File: src/rtl/morse_letter_sequencer.sv
// Show-ahead character FIFO fed by a Morse decoder, with an optional word-gap space inserter.
// Define MORSE_SEQ_SPACE_EN to build the key-idle gap FSM; otherwise only letter_valid pushes.
module morse_letter_sequencer #(
   parameter int unsigned DEPTH    = 8,
   parameter logic [31:0] WORD_GAP = 32'd350_000_000
) (
   input  logic                     clk,
   input  logic                     reset,
   input  logic                     key,
   input  logic [7:0]               letter_in,
   input  logic                     letter_valid,
   input  logic                     clear_ovf,
   output logic [7:0]               out_char,
   output logic                     out_valid,
   input  logic                     out_ready,
   output logic [$clog2(DEPTH):0]   level,
   output logic                     overflow
);
   localparam int AW = $clog2(DEPTH);
   localparam int LW = AW + 1;

   if (DEPTH < 2 || DEPTH > 64 || (DEPTH & (DEPTH - 1)) != 0) begin : g_bad_depth
      $error("morse_letter_sequencer: DEPTH must be a power of two in 2..64");
   end

   logic [7:0]    mem [DEPTH];
   logic [AW-1:0] wr_ptr, rd_ptr;
   logic [LW-1:0] level_q;
   logic          ovf_q;
   logic          push, pop, full, push_ok, drop;
   logic [7:0]    push_data;

`ifdef MORSE_SEQ_SPACE_EN
   typedef enum logic {S_IDLE, S_ARMED} gap_state_t;
   gap_state_t  state_q, state_d;
   logic [31:0] gap_q, gap_d;

   always_ff @(posedge clk or posedge reset) begin
      if (reset) begin
         state_q <= S_IDLE;
         gap_q   <= '0;
      end else begin
         state_q <= state_d;
         gap_q   <= gap_d;
      end
   end

   // A letter always outranks a space due in the same cycle.
   always_comb begin
      state_d   = state_q;
      gap_d     = gap_q;
      push      = 1'b0;
      push_data = letter_in;
      case (state_q)
         S_IDLE: begin
            if (letter_valid) begin
               push    = 1'b1;
               gap_d   = '0;
               state_d = S_ARMED;
            end
         end
         S_ARMED: begin
            if (letter_valid) begin
               push  = 1'b1;
               gap_d = '0;
            end else if (key) begin
               gap_d = '0;
            end else if (gap_q == WORD_GAP - 32'd1) begin
               push      = 1'b1;
               push_data = 8'h20;
               gap_d     = '0;
               state_d   = S_IDLE;
            end else if (gap_q != '1) begin
               gap_d = gap_q + 32'd1;
            end
         end
         default: state_d = S_IDLE;
      endcase
   end
`else
   logic unused_cfg;
   assign unused_cfg = key ^ (WORD_GAP != 32'd0);
   assign push       = letter_valid;
   assign push_data  = letter_in;
`endif

   assign full    = (level_q == LW'(DEPTH));
   assign pop     = out_valid && out_ready;
   assign push_ok = push && (!full || pop);
   assign drop    = push && full && !pop;

   always_ff @(posedge clk or posedge reset) begin
      if (reset) begin
         wr_ptr  <= '0;
         rd_ptr  <= '0;
         level_q <= '0;
         ovf_q   <= 1'b0;
      end else begin
         if (push_ok) wr_ptr <= wr_ptr + AW'(1);
         if (pop)     rd_ptr <= rd_ptr + AW'(1);
         level_q <= level_q + LW'(push_ok) - LW'(pop);
         if (drop)           ovf_q <= 1'b1;
         else if (clear_ovf) ovf_q <= 1'b0;
      end
   end

   // Storage is deliberately left out of reset; level gates what is visible.
   always_ff @(posedge clk) begin
      if (push_ok) mem[wr_ptr] <= push_data;
   end

   assign out_valid = (level_q != '0);
   assign out_char  = out_valid ? mem[rd_ptr] : 8'h00;
   assign level     = level_q;
   assign overflow  = ovf_q;
endmodule

File: config.mk
export PLATFORM = sky130hd
export DESIGN_NAME = morse_letter_sequencer
export DESIGN_NICKNAME = d
export VERILOG_FILES = /design/src/rtl/morse_letter_sequencer.sv
export SDC_FILE = /design/constraint.sdc
export NUM_CORES = 1
export LEC_CHECK = 0
export ABC_CLOCK_PERIOD_IN_PS = 7100
export CAP_MARGIN = 20
export CORE_MARGIN = 1.5
export CORE_UTILIZATION = 35
export DETAILED_ROUTE_END_ITERATION = 12
export DONT_BUFFER_PORTS = 1
export SLEW_MARGIN = 15
export SYNTH_ARGS = -nofsm -noshare
export SYNTH_HDL_FRONTEND = slang
export SYNTH_SLANG_ARGS = --single-unit
File: constraint.sdc
create_clock -name clk -period 7.1 [get_ports clk]
set_clock_uncertainty 0.2 [all_clocks]
set_input_delay 1.42 -clock clk [delete_from_list [all_inputs] [get_ports clk]]
set_output_delay 1.42 -clock clk [all_outputs]
set_load 0.01 [all_outputs]
# == After elaboration in Yosys (flattened, before gate mapping) ==
# Memories as Yosys holds them, arrays and structs flattened.
# Cells that the tools add are included.
# Widths: inputs -> output; s select.
# totals
memories,1
word_cells,24
inputBits,14
out_inout_bits,14
ram_bits,64
reg_bits,11
# memory_table
name,words,word_bits,rd,rd_ports_with_merged_regs,write_ports,line_no,source
mem,8,8,1,0,1,26,logic [7:0] mem [DEPTH];
# classes
n_mux,5
reduce_logical,9
eq_ne,1
add_sub_neg,4
# op_table
op,n
$mux 8,1
$add 3x1->3 const B,2
$add 4x1->4,1
$eq 4x4->1 const B,1
$logic_and 1x1->1,4
$mux 1,4
$reduce_bool 4->1,1
$sub 4x1->4,1
$logic_not 1->1,2
$reduce_bool 2->1,1
$logic_or 1x1->1,1

# == Depth between registers and ports, before layout ==
# Gate-level depths: netlist of the first run.
# logic_depth
depth_word,6
mapped_depth,9
ltp_nobuf,9

# == Worst setup path before layout of the first run ==
# Ideal clock, no wire load.
# synth_timing
path_kind,input port to flip-flop
start,input out_ready
end,memory mem[0][0] (enable)
stages,3
arrival_ps,2608
required_time_ps,6505
slack_ps,3897
n_path_buf,0
setup_ps,395
cell_sequence,nor2b_1 o31ai_4 nor4_1
# synth_via
elab_chain_len,5
# synth_lines
element,line_no,source
start: declaration,15,"input logic out_ready,"
$logic_and 1x1->1,88,assign pop = out_valid && out_ready;
$logic_or 1x1->1,89,assign push_ok = push && (!full || pop);
$logic_and 1x1->1,89,
$mux 1,109,if (push_ok) mem[wr_ptr] <= push_data;
$mux 1 (not written as such),109,
end: declaration,26,
# Every way passes these cells.

# == Worst setup path after layout of the first run ==
# layout_timing
start,register rd_ptr[0]
end,output out_char[4]
# layout_via
elab_chain_len,2
# layout_lines
element,line_no,source
start: declaration,27,"logic [AW-1:0] wr_ptr, rd_ptr;"
start signal: assignment,100,if (pop) rd_ptr <= rd_ptr + AW'(1);
$mem_v2 8x8,-,
$mux 8,113,assign out_char = out_valid ? mem[rd_ptr] : 8'h00;
end: declaration,13,"output logic [7:0] out_char,"
# Every way passes these cells.

==> metrics.yaml, run 1 <==
crit_type: "register to primary output"
netlist.area_leader.share_pct: 61.0
setup_viol: 0
max_stage_delay_ns: 1.03
fp.dieH_um: 97.9
die_w_um: 97.9
wirelength_mm: 5.74
pre_cts_ws_ns: 3.74
hold_slack_ns: 0.350
firstDrtPassIters: 4
clockBufferDepth: 2
drc_errors: 0
sw_frac_of_total_pct: 33.0
worstPathArrival_ns: 2.08
cts-hold-fix-buffers: 0
wl_per_cell_um: 18.2
drive_above_1_share_pct: 14.0
placed_cell_area_um2: 3280
irDropWorstVdd_v: 0.000178
globalplace.congestion: 0.711
period_needed_ns: 3.70
synth_fp_nets: 218
rsz0062_at_grt: "false"
syn_to_final_growth_pct: 11.8
design.die.area_um2: 9590
power_frac_comb_pct: 28.5
power_per_cell_area_nw_per_um2: 421
seq_power_share_pct: 45.6
dp_hpwl_mm: 3.48
yosysUniqueCellTypes: 34
antenna_found_initial: 0
htree_num_levels: 3
synth_area_um2: 3150
clk_pin_slew_ns: 0.07
initial_core_util_pct: 36.2
layout.nets: 224
cts-resized-gates: 0
p_leak_nw: 1.28
ys_seq_elements: 75
synth_top_area_cell: "edfxtp_1"
start_kind: "register"
worst-path-max-fanout: 34
final_antenna_net_count: 0
slew_headroom_pct: 32.5
seq_area_um2: 2200
vias: 1599
grt_start_max_net_pins: 35
cts_tree: "done"
finalHoldViolations: 0
clock.fmax_ghz: 0.270
cp.required_ns: 5.48
crit_path_end_kind: "primary output"
tightest_slew_ns: 1.01
internal_power_mw: 0.994
slowest_stage: "dfrtp_2"
numCtsBuffers: 9
postSynthAreaPerCell_um2: 16.1
hp-class: "register to register"
maxCapViolCount: 0
n_fill_cell: 779
track_usage_pct: 12.8
pin_count: 28
worst_slack_ns: 3.40
p_sw_mw: 0.490
ys_warn_count: 0
vias_per_cell: 5.08
cts-root-buf: "clkbuf_8"
grt_pass1_wl_mm: 8.87
rows: 34
core_area_um2: 8720
period_share_pct: 52.1
n_antenna_cell: 0
maxSlewViolCount: 0
status: "complete, no violations"
power.clock.fraction_pct: 25.9
grt_overflow: 0
crit_chain: "mux2i_1, a22oi_1, and3_1"
syn_inst: 196
portBuffers: 0
dr.first_iter.drc_count: 69
cts_sinks: 75
multiInputGateArea_um2: 898
post-cts-setup-buffer-count: 0
seq_area_frac_synth_pct: 69.7
clock_latency_ns: 0.34
finalSetupTns_ns: 0
first_global_vias: 1610
ys_top_cells_by_area: "edfxtp_1 61%, mux2i_1 10%, dfrtp_1 8.7%, a22oi_1 3.8%, ha_1 2.8%"
fin_area_um2: 3520
-- critical path, delay by kind of cell (launching register included) --
kind	cells	cell delay (ns)
compound gates	1	0.24
flops	1	1.03
mux	1	0.18
simple gates	1	0.26
-- synth_stat cells --
master / instances
buf_4: 3
nor2b_1: 3
or3b_2: 1
nand4_1: 1
nand2b_1: 3
a31oi_1: 1
nor3_1: 4
dfrtp_1: 11
mux2i_1: 33
edfxtp_1: 64
buf_2: 2
nor4_1: 1
nand2_1: 2
inv_1: 8
xor2_1: 2
o311ai_1: 1
a21oi_1: 1
o31ai_4: 1
and3_1: 8
xnor2_1: 4
or2_2: 1
and2_1: 1
fa_1: 1
mux2_2: 1
buf_1: 3
ha_1: 7
a21o_1: 1
nor2_1: 6
nand3_1: 1
nand2_2: 1
mux2_4: 1
a22oi_1: 16
o21ai_0: 1
or2_4: 1
-- final cells by class --
cell class | count | area share, %
Clock inverter | 7 | 3.30
Timing Repair Buffer | 3 | 0.639
Multi-Input combinational cell | 105 | 25.5
Clock buffer | 9 | 3.51
Inverter | 8 | 0.852
Sequential cell | 75 | 62.4
Tap cell | 108 | 3.83
-- per-stage QoR --
stage / util [%] / instances / power, mW
6_report: 40.4 / 315 / 1.48
5_1_grt: 40.4 / 315 / 1.57
4_1_cts: 40.4 / 315 / 1.51
3_5_place_dp: 37.7 / 299 / 1.12
3_3_place_gp: 37.7 / 299 / 1.11
2_1_floorplan: - / 196 / 1.01
-- sequential cells by signal, indices dropped and copies added, names as in the netlist --
signal	count
mem	64
overflow	1
level	4
wr_ptr	3
rd_ptr	3
-- path summary, 6_finish.rpt --
kind	from	endpoint	slack, ns	depth (start not counted)
setup / recovery	rd_ptr[0]$_DFFE_PP0N_	out_char[4]	3.40	3
hold / removal	rd_ptr[2]$_DFFE_PP0N_	rd_ptr[2]$_DFFE_PP0N_	0.35	1
setup reg to reg	level[2]$_DFF_PP0_	level[2]$_DFF_PP0_	4.21	9
hold reg to reg	rd_ptr[2]$_DFFE_PP0N_	rd_ptr[2]$_DFFE_PP0N_	0.35	1
max in group asynchronous	reset	rd_ptr[0]$_DFFE_PP0N_	5.60	1
min in group asynchronous	reset	level[1]$_DFF_PP0_	0.76	1
-- logic make-up (layout without fill, tap and decap cells) --
family / after synthesis / count (layout) / synth area share (%)
buffers and inverters: 16 / 27 / 2.34
AO/OA/AOI/OAI: 22 / 22 / 5.52
AND/OR/NAND/NOR: 34 / 34 / 6.07
flip-flops: 75 / 75 / 69.7
XOR/XNOR: 6 / 6 / 1.67
adder cells (fa/ha/maj): 8 / 8 / 3.41
multiplexers: 35 / 35 / 11.3
-- placed cells by master, fill, tap and decap left out, types with 3 or more instances in the layout --
| master | count |
|---|---|
| ha_1 | 7 |
| xnor2_1 | 4 |
| nor2b_1 | 3 |
| buf_4 | 3 |
| nor2_1 | 6 |
| clkbuf_8 | 9 |
| edfxtp_1 | 64 |
| nand2b_1 | 3 |
| dfrtp_1 | 10 |
| and3_1 | 8 |
| bufinv_16 | 3 |
| mux2i_1 | 33 |
| inv_1 | 8 |
| clkinvlp_4 | 3 |
| a22oi_1 | 16 |
-- power by group through the flow --
stage	Clock (mW)	Sequential [mW]	Combinational, mW
after floorplan	0	0.624	0.383
final	0.385	0.677	0.423
after global placement	0	0.687	0.425
after detailed placement	0	0.690	0.431
after CTS	0.393	0.680	0.433
after global routing	0.409	0.692	0.473
-- metal layers --
metal / routed length (um) / track usage (%) / vias to the layer above
li1: - / - / 759
met1: 2570 / 16.5 / 798
met2: 2780 / 20.0 / 36
met3: 336 / 3.51 / 6
met4: 51 / 6.26 / 0
met5: 0 / 0 / -
Power figures use the tool's default switching activity.
==> run 2: changes to the inputs <==
--- a/config.mk
+++ b/config.mk
@@ -5,7 +5,8 @@
 export SDC_FILE = /design/constraint.sdc
 export NUM_CORES = 1
 export LEC_CHECK = 0
-export ABC_CLOCK_PERIOD_IN_PS = 7100
+export ABC_AREA = 1
+export ABC_CLOCK_PERIOD_IN_PS = 3100
 export CAP_MARGIN = 20
 export CORE_MARGIN = 1.5
 export CORE_UTILIZATION = 35
==> constraint.sdc (replaced) <==
create_clock -name clk -period 3.1 [get_ports clk]
set_clock_uncertainty 0.2 [all_clocks]
set_input_delay 0.62 -clock clk [delete_from_list [all_inputs] [get_ports clk]]
set_output_delay 0.62 -clock clk [all_outputs]
set_load 0.01 [all_outputs]
==> run 2 against run 1 <==
Count of clock-buffer cells in the layout stayed put; first-iteration DRC count is 130% higher; sequential cell count stayed put; combinational power grew to 2.7 times the previous value; largest power group unchanged.
==> metrics.yaml, run 2 <==
hold_slack_ns: 0.164
p_leak_nw: 1.76
first_global_vias: 2121
top_register: "mem"
clockBufferDepth: 2
synth_edf_count: 64
fp.dieH_um: 104
cts-resized-gates: 0
vias: 2202
synthArstFlopShare_pct: 14.7
worstPathArrival_ns: 1.93
cts_sinks: 75
crit_type: "register to primary output"
clock_latency_ns: 0.35
ys.flop_type: "edfxtp_1"
cp.buffers_inverters: 1
ys_top_cells_by_area: "edfxtp_1 54%, nand2_1 10%, inv_1 8.0%, dfrtp_1 7.8%, nand3_1 6.8%"
cp.required_ns: 2.28
ys_top_cells_by_count: "94 x nand2_1, 75 x inv_1, 64 x edfxtp_1, 48 x nand3_1, 21 x nor2_1"
maxSlewViolCount: 0
numCtsBuffers: 9
grt_start_max_net_pins: 34
netlist.area_leader.share_pct: 54.3
status: "complete, no violations"
vias_per_cell: 4.40
dp_hpwl_mm: 4.13
cts-root-buf: "clkbuf_8"
slowest_stage: "dfrtp_1"
postSynthAreaPerCell_um2: 9.88
power_per_cell_area_nw_per_um2: 860
yosysMostFrequentCell: "nand2_1"
drive_above_1_share_pct: 10.1
final_antenna_net_count: 0
rows: 36
final_common_cell: "nand2_1"
critical-path-top-delay-family: "flip-flops"
yosysUniqueCellTypes: 23
clk_pin_slew_ns: 0.09
start_kind: "register"
worst-path-max-fanout: 18
antenna_found_initial: 0
cts-hold-fix-buffers: 1
syn_to_final_growth_pct: 9.23
htree_num_levels: 3
ys_warn_count: 0
syn_inst: 358
max_stage_delay_ns: 0.71
fin_util_pct: 39.5
tightest_slew_ns: 0.852
setup_viol: 0
wl_per_cell_um: 13.6
die_w_um: 104
layout.nets: 385
portBuffers: 0
core_area_um2: 9770
synth_fp_nets: 380
ys_seq_elements: 75
dr.first_iter.drc_count: 156
synth_top_area_cell: "edfxtp_1"
firstDrtPassIters: 4
finalHoldViolations: 0
rsz0062_at_grt: "false"
n_antenna_cell: 0
design.die.area_um2: 10700
period_share_pct: 88.7
synth_area_um2: 3540
globalplace.congestion: 0.725
cts_tree: "done"
initial_core_util_pct: 36.2
largest_reg_flops: 64
post-cts-setup-buffer-count: 0
grt_overflow: 0
period_needed_ns: 2.75
slew_headroom_pct: 43.2
track_usage_pct: 13.8
irDropWorstVdd_v: 0.000244
layout_common_cells: "94 x nand2_1, 75 x inv_1, 64 x edfxtp_1"
crit_path_end_kind: "primary output"
wirelength_mm: 6.82
drc_errors: 0
seq_area_frac_synth_pct: 62.1
cpMostUsedCell: "nand3_1"
crit_chain: "inv_4, nand3_1, nand3_1, nand2_1, nor2_1"
grt_pass1_wl_mm: 11.2
hp-class: "input port to register"
clock.fmax_ghz: 0.364
finalSetupTns_ns: 0
pin_count: 28
maxCapViolCount: 0
## run 2: layer usage
layer	global-route usage, %	wire length (um)	part of all wire [%]	up-vias
met3	3.34	233	3.4	5
met2	22.1	3380	50	30
met5	0	0	0	-
met1	17.8	3130	46	1042
li1	-	-	-	1125
met4	5.95	76	1.1	0
## run 2: worst register-to-register path: stages, from the launching register on
cell      delay (ns)
dfrtp_1         0.40
inv_1           0.10
ha_1            0.24
nand2_4         0.22
nand2_8         0.11
nand2_4         0.12
nand3b_4        0.12
nor2_2          0.48
## run 2: worst paths after layout
path                                       start  depth (start not counted)               endpoint  slack, ns
max                        rd_ptr[1]$_DFFE_PP0N_                          5            out_char[2]       0.35
min                                 letter_in[0]                          0    mem[2][0]$_DFFE_PP_       0.16
max reg2reg                   level[2]$_DFF_PP0_                          7    mem[6][2]$_DFFE_PP_       0.74
min reg2reg                 overflow$_DFFE_PP0P_                          2   overflow$_DFFE_PP0P_       0.38
max in group asynchronous                  reset                          2  rd_ptr[2]$_DFFE_PP0N_       1.88
min in group asynchronous                  reset                          2   overflow$_DFFE_PP0P_       0.51
## run 2: power breakdown
part	switching, mW	internal, mW	leakage, nW
sequential	0.198	1.27	0.715
clock	0.393	0.306	0.0901
combinational	0.757	0.398	0.956
total	1.35	1.98	1.76
## run 2: area by class of cell
class	instances	area [um2]
Clock buffer	9	124
Clock inverter	7	60.1
Fill cell	953	5910
Inverter	78	295
Multi-Input combinational cell	192	967
Sequential cell	75	2200
Tap cell	133	166
Timing Repair Buffer	7	55.1
## run 2: cell families after synthesis
group / synth area share [%]
and+or+nand+nor: 22.5
buffers and inverters: 10.6
DFF: 62.1
adders and majority gates: 3.04
xor gates and xnor gates: 1.24
AOI/OAI and AO/OA: 0.566
## run 2: stage by stage
step           std cells  total power, mW  area [um2]  worst slack [ns]
2_1_floorplan        358             2.41        3540             0.942
3_3_place_gp         484             2.63        3670             0.714
3_5_place_dp         484             2.66        3670             0.699
4_1_cts              501             3.36        3860             0.314
5_1_grt              501             3.58        3860             0.216
6_report             501             3.32        3860             0.351
